[src/rtl/sram_rr_arbiter_pkg.sv]
// sram_arb_pkg: shared geometry, request id and pending-response types for the SRAM arbiter.
package sram_arb_pkg;

    localparam int SRAM_DEPTH     = 384;
    localparam int SRAM_WIDTH     = 128;
    localparam int SRAM_ADDR_BITS = 9;

    localparam logic [SRAM_ADDR_BITS-1:0] DEPTH_LIM = SRAM_ADDR_BITS'(SRAM_DEPTH);

    typedef logic [0:0] req_id_t;

    typedef struct packed {
        logic    valid;
        req_id_t id;
        logic    we;
        logic    err;
    } pend_t;

    function automatic logic addr_in_range(input logic [SRAM_ADDR_BITS-1:0] a);
        return a < DEPTH_LIM;
    endfunction

endpackage

[src/rtl/sram_rr_arbiter_if.sv]
// sram_rr_arbiter_if: one requester's valid/ready request channel plus its response pulse.
interface sram_rr_arbiter_if;
    import sram_arb_pkg::*;

    logic                      valid;
    logic                      ready;
    logic                      we;
    logic [SRAM_ADDR_BITS-1:0] addr;
    logic [SRAM_WIDTH-1:0]     wdata;
    logic                      rsp_valid;
    logic                      rsp_err;
    logic [SRAM_WIDTH-1:0]     rsp_rdata;

    modport master (
        output valid, we, addr, wdata,
        input  ready, rsp_valid, rsp_err, rsp_rdata
    );

    modport slave (
        input  valid, we, addr, wdata,
        output ready, rsp_valid, rsp_err, rsp_rdata
    );

endinterface

[src/rtl/sram_rr_arbiter_rr_arb2.sv]
// rr_arb2: two-way round-robin grant with a priority pointer that flips to the loser after each grant.
module rr_arb2 (
    input  logic       clk,
    input  logic       rst,
    input  logic [1:0] valid_i,
    output logic [1:0] grant_o
);
    logic ptr_q, ptr_d;

    // Grants are held off during reset so ready never rises while rst is high.
    always_comb begin
        grant_o = rst ? 2'b00 : (&valid_i ? (ptr_q ? 2'b10 : 2'b01) : valid_i);
        ptr_d   = |grant_o ? ~grant_o[1] : ptr_q;
    end

    always_ff @(posedge clk) begin
        if (rst) ptr_q <= 1'b0;
        else     ptr_q <= ptr_d;
    end

endmodule

[src/rtl/sram_rr_arbiter.sv]
// sram_rr_arbiter: two-requester round-robin front end for the 384x128 single-port SRAM,
// with range checking and a one-cycle response path routed back to the issuing requester.
module sram_rr_arbiter
    import sram_arb_pkg::*;
(
    input  logic                      clk,
    input  logic                      rst,
    sram_rr_arbiter_if.slave          req0_if,
    sram_rr_arbiter_if.slave          req1_if,
    output logic                      sram_csb_o,
    output logic                      sram_web_o,
    output logic [SRAM_ADDR_BITS-1:0] sram_addr_o,
    output logic [SRAM_WIDTH-1:0]     sram_din_o,
    input  logic [SRAM_WIDTH-1:0]     sram_dout_i
);
    logic [1:0]                grant;
    logic                      any_grant;
    req_id_t                   win_id;
    logic                      win_we;
    logic [SRAM_ADDR_BITS-1:0] win_addr;
    logic [SRAM_WIDTH-1:0]     win_wdata;
    logic                      win_ok;
    logic                      access;
    logic                      rsp_hit;
    logic [SRAM_WIDTH-1:0]     rsp_data;
    pend_t                     pend_q, pend_d;

    rr_arb2 u_arb (
        .clk     (clk),
        .rst     (rst),
        .valid_i ({req1_if.valid, req0_if.valid}),
        .grant_o (grant)
    );

    always_comb begin
        any_grant = |grant;
        win_id    = grant[1];
        win_we    = grant[1] ? req1_if.we    : req0_if.we;
        win_addr  = grant[1] ? req1_if.addr  : req0_if.addr;
        win_wdata = grant[1] ? req1_if.wdata : req0_if.wdata;
        win_ok    = addr_in_range(win_addr);
        access    = any_grant & win_ok;
        pend_d    = '{valid: any_grant, id: win_id, we: win_we, err: any_grant & ~win_ok};
    end

    assign req0_if.ready = grant[0];
    assign req1_if.ready = grant[1];

    // Out-of-range grants never select the SRAM; they only produce an error response.
    assign sram_csb_o  = ~access;
    assign sram_web_o  = ~(access & win_we);
    assign sram_addr_o = access ? win_addr  : '0;
    assign sram_din_o  = access ? win_wdata : '0;

    always_ff @(posedge clk) begin
        if (rst) pend_q <= '0;
        else     pend_q <= pend_d;
    end

    // Gating with rst drops a response whose cycle coincides with reset.
    always_comb begin
        rsp_hit  = pend_q.valid & ~rst;
        rsp_data = (pend_q.we | pend_q.err) ? '0 : sram_dout_i;
    end

    assign req0_if.rsp_valid = rsp_hit & (pend_q.id == 1'b0);
    assign req1_if.rsp_valid = rsp_hit & (pend_q.id == 1'b1);
    assign req0_if.rsp_err   = req0_if.rsp_valid & pend_q.err;
    assign req1_if.rsp_err   = req1_if.rsp_valid & pend_q.err;
    assign req0_if.rsp_rdata = req0_if.rsp_valid ? rsp_data : '0;
    assign req1_if.rsp_rdata = req1_if.rsp_valid ? rsp_data : '0;

endmodule
[src/flat_wrapper.sv]
// flat-port wrapper written by rule: the top's interface ports become plain ports
module sram_rr_arbiter_flat import sram_arb_pkg::*;
  (clk, rst, sram_csb_o, sram_web_o, sram_addr_o, sram_din_o, sram_dout_i, req0_if_valid, req0_if_we, req0_if_addr, req0_if_wdata, req0_if_ready, req0_if_rsp_valid, req0_if_rsp_err, req0_if_rsp_rdata, req1_if_valid, req1_if_we, req1_if_addr, req1_if_wdata, req1_if_ready, req1_if_rsp_valid, req1_if_rsp_err, req1_if_rsp_rdata);
  sram_rr_arbiter_if req0_if_i ();
  sram_rr_arbiter_if req1_if_i ();
  input  logic clk;
  input  logic rst;
  output logic sram_csb_o;
  output logic sram_web_o;
  output logic [SRAM_ADDR_BITS-1:0] sram_addr_o;
  output logic [SRAM_WIDTH-1:0] sram_din_o;
  input  logic [SRAM_WIDTH-1:0] sram_dout_i;
  input wire logic [$bits(req0_if_i.valid)-1:0] req0_if_valid;
  input wire logic [$bits(req0_if_i.we)-1:0] req0_if_we;
  input wire logic [$bits(req0_if_i.addr)-1:0] req0_if_addr;
  input wire logic [$bits(req0_if_i.wdata)-1:0] req0_if_wdata;
  output wire logic [$bits(req0_if_i.ready)-1:0] req0_if_ready;
  output wire logic [$bits(req0_if_i.rsp_valid)-1:0] req0_if_rsp_valid;
  output wire logic [$bits(req0_if_i.rsp_err)-1:0] req0_if_rsp_err;
  output wire logic [$bits(req0_if_i.rsp_rdata)-1:0] req0_if_rsp_rdata;
  input wire logic [$bits(req1_if_i.valid)-1:0] req1_if_valid;
  input wire logic [$bits(req1_if_i.we)-1:0] req1_if_we;
  input wire logic [$bits(req1_if_i.addr)-1:0] req1_if_addr;
  input wire logic [$bits(req1_if_i.wdata)-1:0] req1_if_wdata;
  output wire logic [$bits(req1_if_i.ready)-1:0] req1_if_ready;
  output wire logic [$bits(req1_if_i.rsp_valid)-1:0] req1_if_rsp_valid;
  output wire logic [$bits(req1_if_i.rsp_err)-1:0] req1_if_rsp_err;
  output wire logic [$bits(req1_if_i.rsp_rdata)-1:0] req1_if_rsp_rdata;
  assign req0_if_i.valid = req0_if_valid;
  assign req0_if_i.we = req0_if_we;
  assign req0_if_i.addr = req0_if_addr;
  assign req0_if_i.wdata = req0_if_wdata;
  assign req0_if_ready = req0_if_i.ready;
  assign req0_if_rsp_valid = req0_if_i.rsp_valid;
  assign req0_if_rsp_err = req0_if_i.rsp_err;
  assign req0_if_rsp_rdata = req0_if_i.rsp_rdata;
  assign req1_if_i.valid = req1_if_valid;
  assign req1_if_i.we = req1_if_we;
  assign req1_if_i.addr = req1_if_addr;
  assign req1_if_i.wdata = req1_if_wdata;
  assign req1_if_ready = req1_if_i.ready;
  assign req1_if_rsp_valid = req1_if_i.rsp_valid;
  assign req1_if_rsp_err = req1_if_i.rsp_err;
  assign req1_if_rsp_rdata = req1_if_i.rsp_rdata;
  sram_rr_arbiter u_core (.clk(clk), .rst(rst), .req0_if(req0_if_i), .req1_if(req1_if_i), .sram_csb_o(sram_csb_o), .sram_web_o(sram_web_o), .sram_addr_o(sram_addr_o), .sram_din_o(sram_din_o), .sram_dout_i(sram_dout_i));
endmodule
[config.mk]
export PLATFORM = sky130hd
export DESIGN_NAME = sram_rr_arbiter_flat
export DESIGN_NICKNAME = d
export VERILOG_FILES = /design/src/rtl/sram_rr_arbiter_pkg.sv /design/src/rtl/sram_rr_arbiter_if.sv /design/src/rtl/sram_rr_arbiter_rr_arb2.sv /design/src/rtl/sram_rr_arbiter.sv /design/src/flat_wrapper.sv
export SDC_FILE = /design/constraint.sdc
export NUM_CORES = 1
export LEC_CHECK = 0
export CAP_MARGIN = 10
export CORE_AREA = 3 3 310 312
export DETAILED_ROUTE_END_ITERATION = 6
export DIE_AREA = 0 0 313 315
export SYNTH_ARGS = -nofsm -noshare
export SYNTH_HDL_FRONTEND = slang
export SYNTH_HIERARCHICAL = 1
export SYNTH_SLANG_ARGS = --single-unit
[constraint.sdc]
create_clock -name clk -period 4.2 [get_ports clk]
set_clock_uncertainty 0.2 [all_clocks]
set_input_delay 0.42 -clock clk [delete_from_list [all_inputs] [get_ports clk]]
set_output_delay 0.42 -clock clk [all_outputs]
set_load 0.05 [all_outputs]
==> flow_summary.yaml, run 1 <==
clock_tree:
  numClockSinks: 5
  cts_resized: 0
  cts_buffer_depth: 2
  cts_setup_buffers: 0
  cts.clk_slew.worst_paths_ns: 0.03
  clk_latency_ns: 0.22
  cts_tree: "yes"
  ctsHoldBuffers: 0
  cts_max_level: 1
  numCtsBuffers: 3
  root_buffer: "clkbuf_16"
global_routing:
  grt_start_max_net_pins: 103
  grt_use_total_pct: 14.5
  grt_pass1_vias: 7736
  grt_pass1_wl_mm: 91.9
  antenna_found_initial: 83
  overflow: 0
timing:
  worst_slew_pin_slew_ns: 0.739
  fin_crit_ns: 3.64
  max_freq_mhz: 275
  rsz0062_at_grt: "false"
  relSlewSlack_pct: 50.5
  slew_viol_final: 0
  period_share_pct: 86.5
  totalNegativeSetupSlack_ns: 0
  setup_viol: 0
  finalHoldViolCount: 0
floorplanning:
  fp.dieH_um: 315
  die_area_um2: 98600
  pin_count: 809
  rows: 112
  die_width_um: 313
  core_area_um2: 93300
  start_util_pct: 4.46
detailed_routing:
  wire_per_inst_um: 28.7
  via_per_inst: 3.09
  wl_mm: 76.6
  vias: 8251
  first_pass_iters: 4
  dr.first_iter.drc_count: 416
  postRouteAntennaNets: 0
  drc_errors: 0
power_and_ir_drop:
  ir_drop_mv: 0.124
  power_density_nw_per_um2: 120
  power.leakage_nw: 6.61
  totalPowerFinal_mw: 1.76
placed_design:
  dpl_cell_area_um2: 14500
  place_hpwl_mm: 72.0
  io_buffers: 808
  gp_congestion: 0.791
min_path:
  hp-class: "reg2reg"
  timing.hold.worst_path_depth: 1
  hold_path.startpoint: "u_core/u_arb/ptr_q$_SDFFE_PP0P_"
  holdPathEnd: "u_core/u_arb/ptr_q$_SDFFE_PP0P_"
setup_path:
  reg2reg_depth: 5
  path_class: "in2out"
  arrival_ns: 3.02
  critPathLaunch: "req0_if_valid"
  r2r-end: "u_core/pend_q[0]$_SDFF_PP0_"
  reg2reg_from: "u_core/u_arb/ptr_q$_SDFFE_PP0P_"
  crit_path_max_fanout: 62
  end_kind: "output port"
  critPathRequiredTime_ns: 3.58
  worst-r2r-setup-slack_ns: 2.53
  cp-start-kind: "input port"
finish:
  finalInstanceArea_um2: 14600
  area_growth_pct: 251
  drive_gt1_share_pct: 30.2
  fin_util_pct: 15.7
  final_nets: 1802
  fillCellCount: 10600
logic_synthesis:
  yosys_warnings: 6
  seq_area_frac_synth_pct: 2.40
  avgSynthCellArea_um2: 6.46
  synthCells: 645
  yosys.cell_types.count: 19
  syn_nets: 1053
  ys_seq_elements: 5
  syn_area_um2: 4160
status:
  status: "finished, final reports clean"
flow_run:
  maxCapViolations: 0
## worst max-delay path, cell delays in order
cell             delay (ns)
clkdlybuf4s50_1        0.50
nor2b_1                0.20
nor3b_4                0.25
buf_12                 0.30
buf_12                 0.36
mux2i_1                0.53
nor2_1                 0.15
buf_12                 0.18
## cell type report
cell class	instances	area (um^2)	share of cell area (%)
diodes	24	60.1	0.411
clock buffers	4	78.8	0.539
multi-input cells	553	3670	25.1
flip-flops and latches	5	100	0.685
well taps	1254	1570	10.7
repair buffers	831	9140	62.6
## stage by stage
stage	std cells	hold slack [ns]	setup slack, ns
2_1_floorplan	645	0.283	0.911
3_3_place_gp	2643	0.293	0.512
3_5_place_dp	2643	0.309	0.510
4_1_cts	2647	0.317	0.506
5_1_grt	2648	0.338	0.406
6_report	2671	0.327	0.565
## flip-flops by register name, indices dropped and copies added, names as in the netlist
register / flops
u_core/pend_q: 4
u_core/u_arb/ptr_q: 1
## layer usage
layer / up-vias / part of all wire (%) / GRT usage [%]
met1: 3756 / 37 / 16.0
met4: 46 / 1.1 / 0.596
met2: 531 / 50 / 26.6
met5: - / 0.41 / 0
met3: 119 / 11 / 6.76
li1: 3799 / - / -
## synth_stat cells, drive strengths merged
cell type / n / share of area, %
or2: 1 / 0.15
nand3: 1 / 0.12
and3: 256 / 38
nand2: 2 / 0.18
nor2b: 3 / 0.45
nor2: 141 / 13
buf: 35 / 5.1
and2: 4 / 0.60
a22oi: 1 / 0.30
o21a: 1 / 0.18
a21oi: 1 / 0.21
clkbuf: 52 / 5.0
mux2i: 138 / 33
o21ai: 1 / 0.12
nor3b: 2 / 0.60
and3b: 1 / 0.21
dfxtp: 5 / 2.4
## where the power goes
part | internal [mW] | switching [mW] | total [mW] | leakage, nW
registers | 0.0505 | 0.00301 | 0.0535 | 0.0412
clock network | 0.126 | 0.0294 | 0.155 | 0.0383
logic | 0.686 | 0.862 | 1.55 | 6.53
total | 0.862 | 0.894 | 1.76 | 6.61
## layout by cell type (no fill, tap or decap), drive strengths merged
| master | instances |
|---|---|
| o21ai | 1 |
| mux2i | 138 |
| a22oi | 1 |
| nor3b | 2 |
| nor2b | 3 |
| or2 | 1 |
| nor2 | 141 |
| and3 | 256 |
| clkbuf | 4 |
| a21oi | 1 |
| and2 | 4 |
| dfxtp | 5 |
| o21a | 1 |
| nand2 | 2 |
| nand3 | 1 |
| and3b | 1 |
| buf | 410 |
| diode | 24 |
| clkdlybuf4s50 | 421 |
## worst max-delay path by stage
stage,to,slack (ns),cells after the start
floorplan,sram_din_o[100],0.91,7
global placement,sram_din_o[115],0.51,8
detailed placement,sram_din_o[110],0.51,8
CTS,sram_din_o[110],0.51,8
global route,sram_din_o[108],0.41,8
finish,sram_din_o[110],0.56,8
## logic make-up (layout without fill, tap and decap cells)
group / after synthesis / after routing / synth area share, %
compound gates: 4 / 4 / 0.811
buf+inv: 87 / 835 / 10.1
flops: 5 / 5 / 2.40
other cells: 0 / 24 / 0
simple gates: 411 / 411 / 53.5
mux: 138 / 138 / 33.2
Power figures use the tool's default switching activity.
==> run 2: changes to the inputs <==
- CAP_MARGIN: 10 -> 20
==> results of run 2 <==
Same layout as run 1: the final DEF is identical, and so are final timing and power.
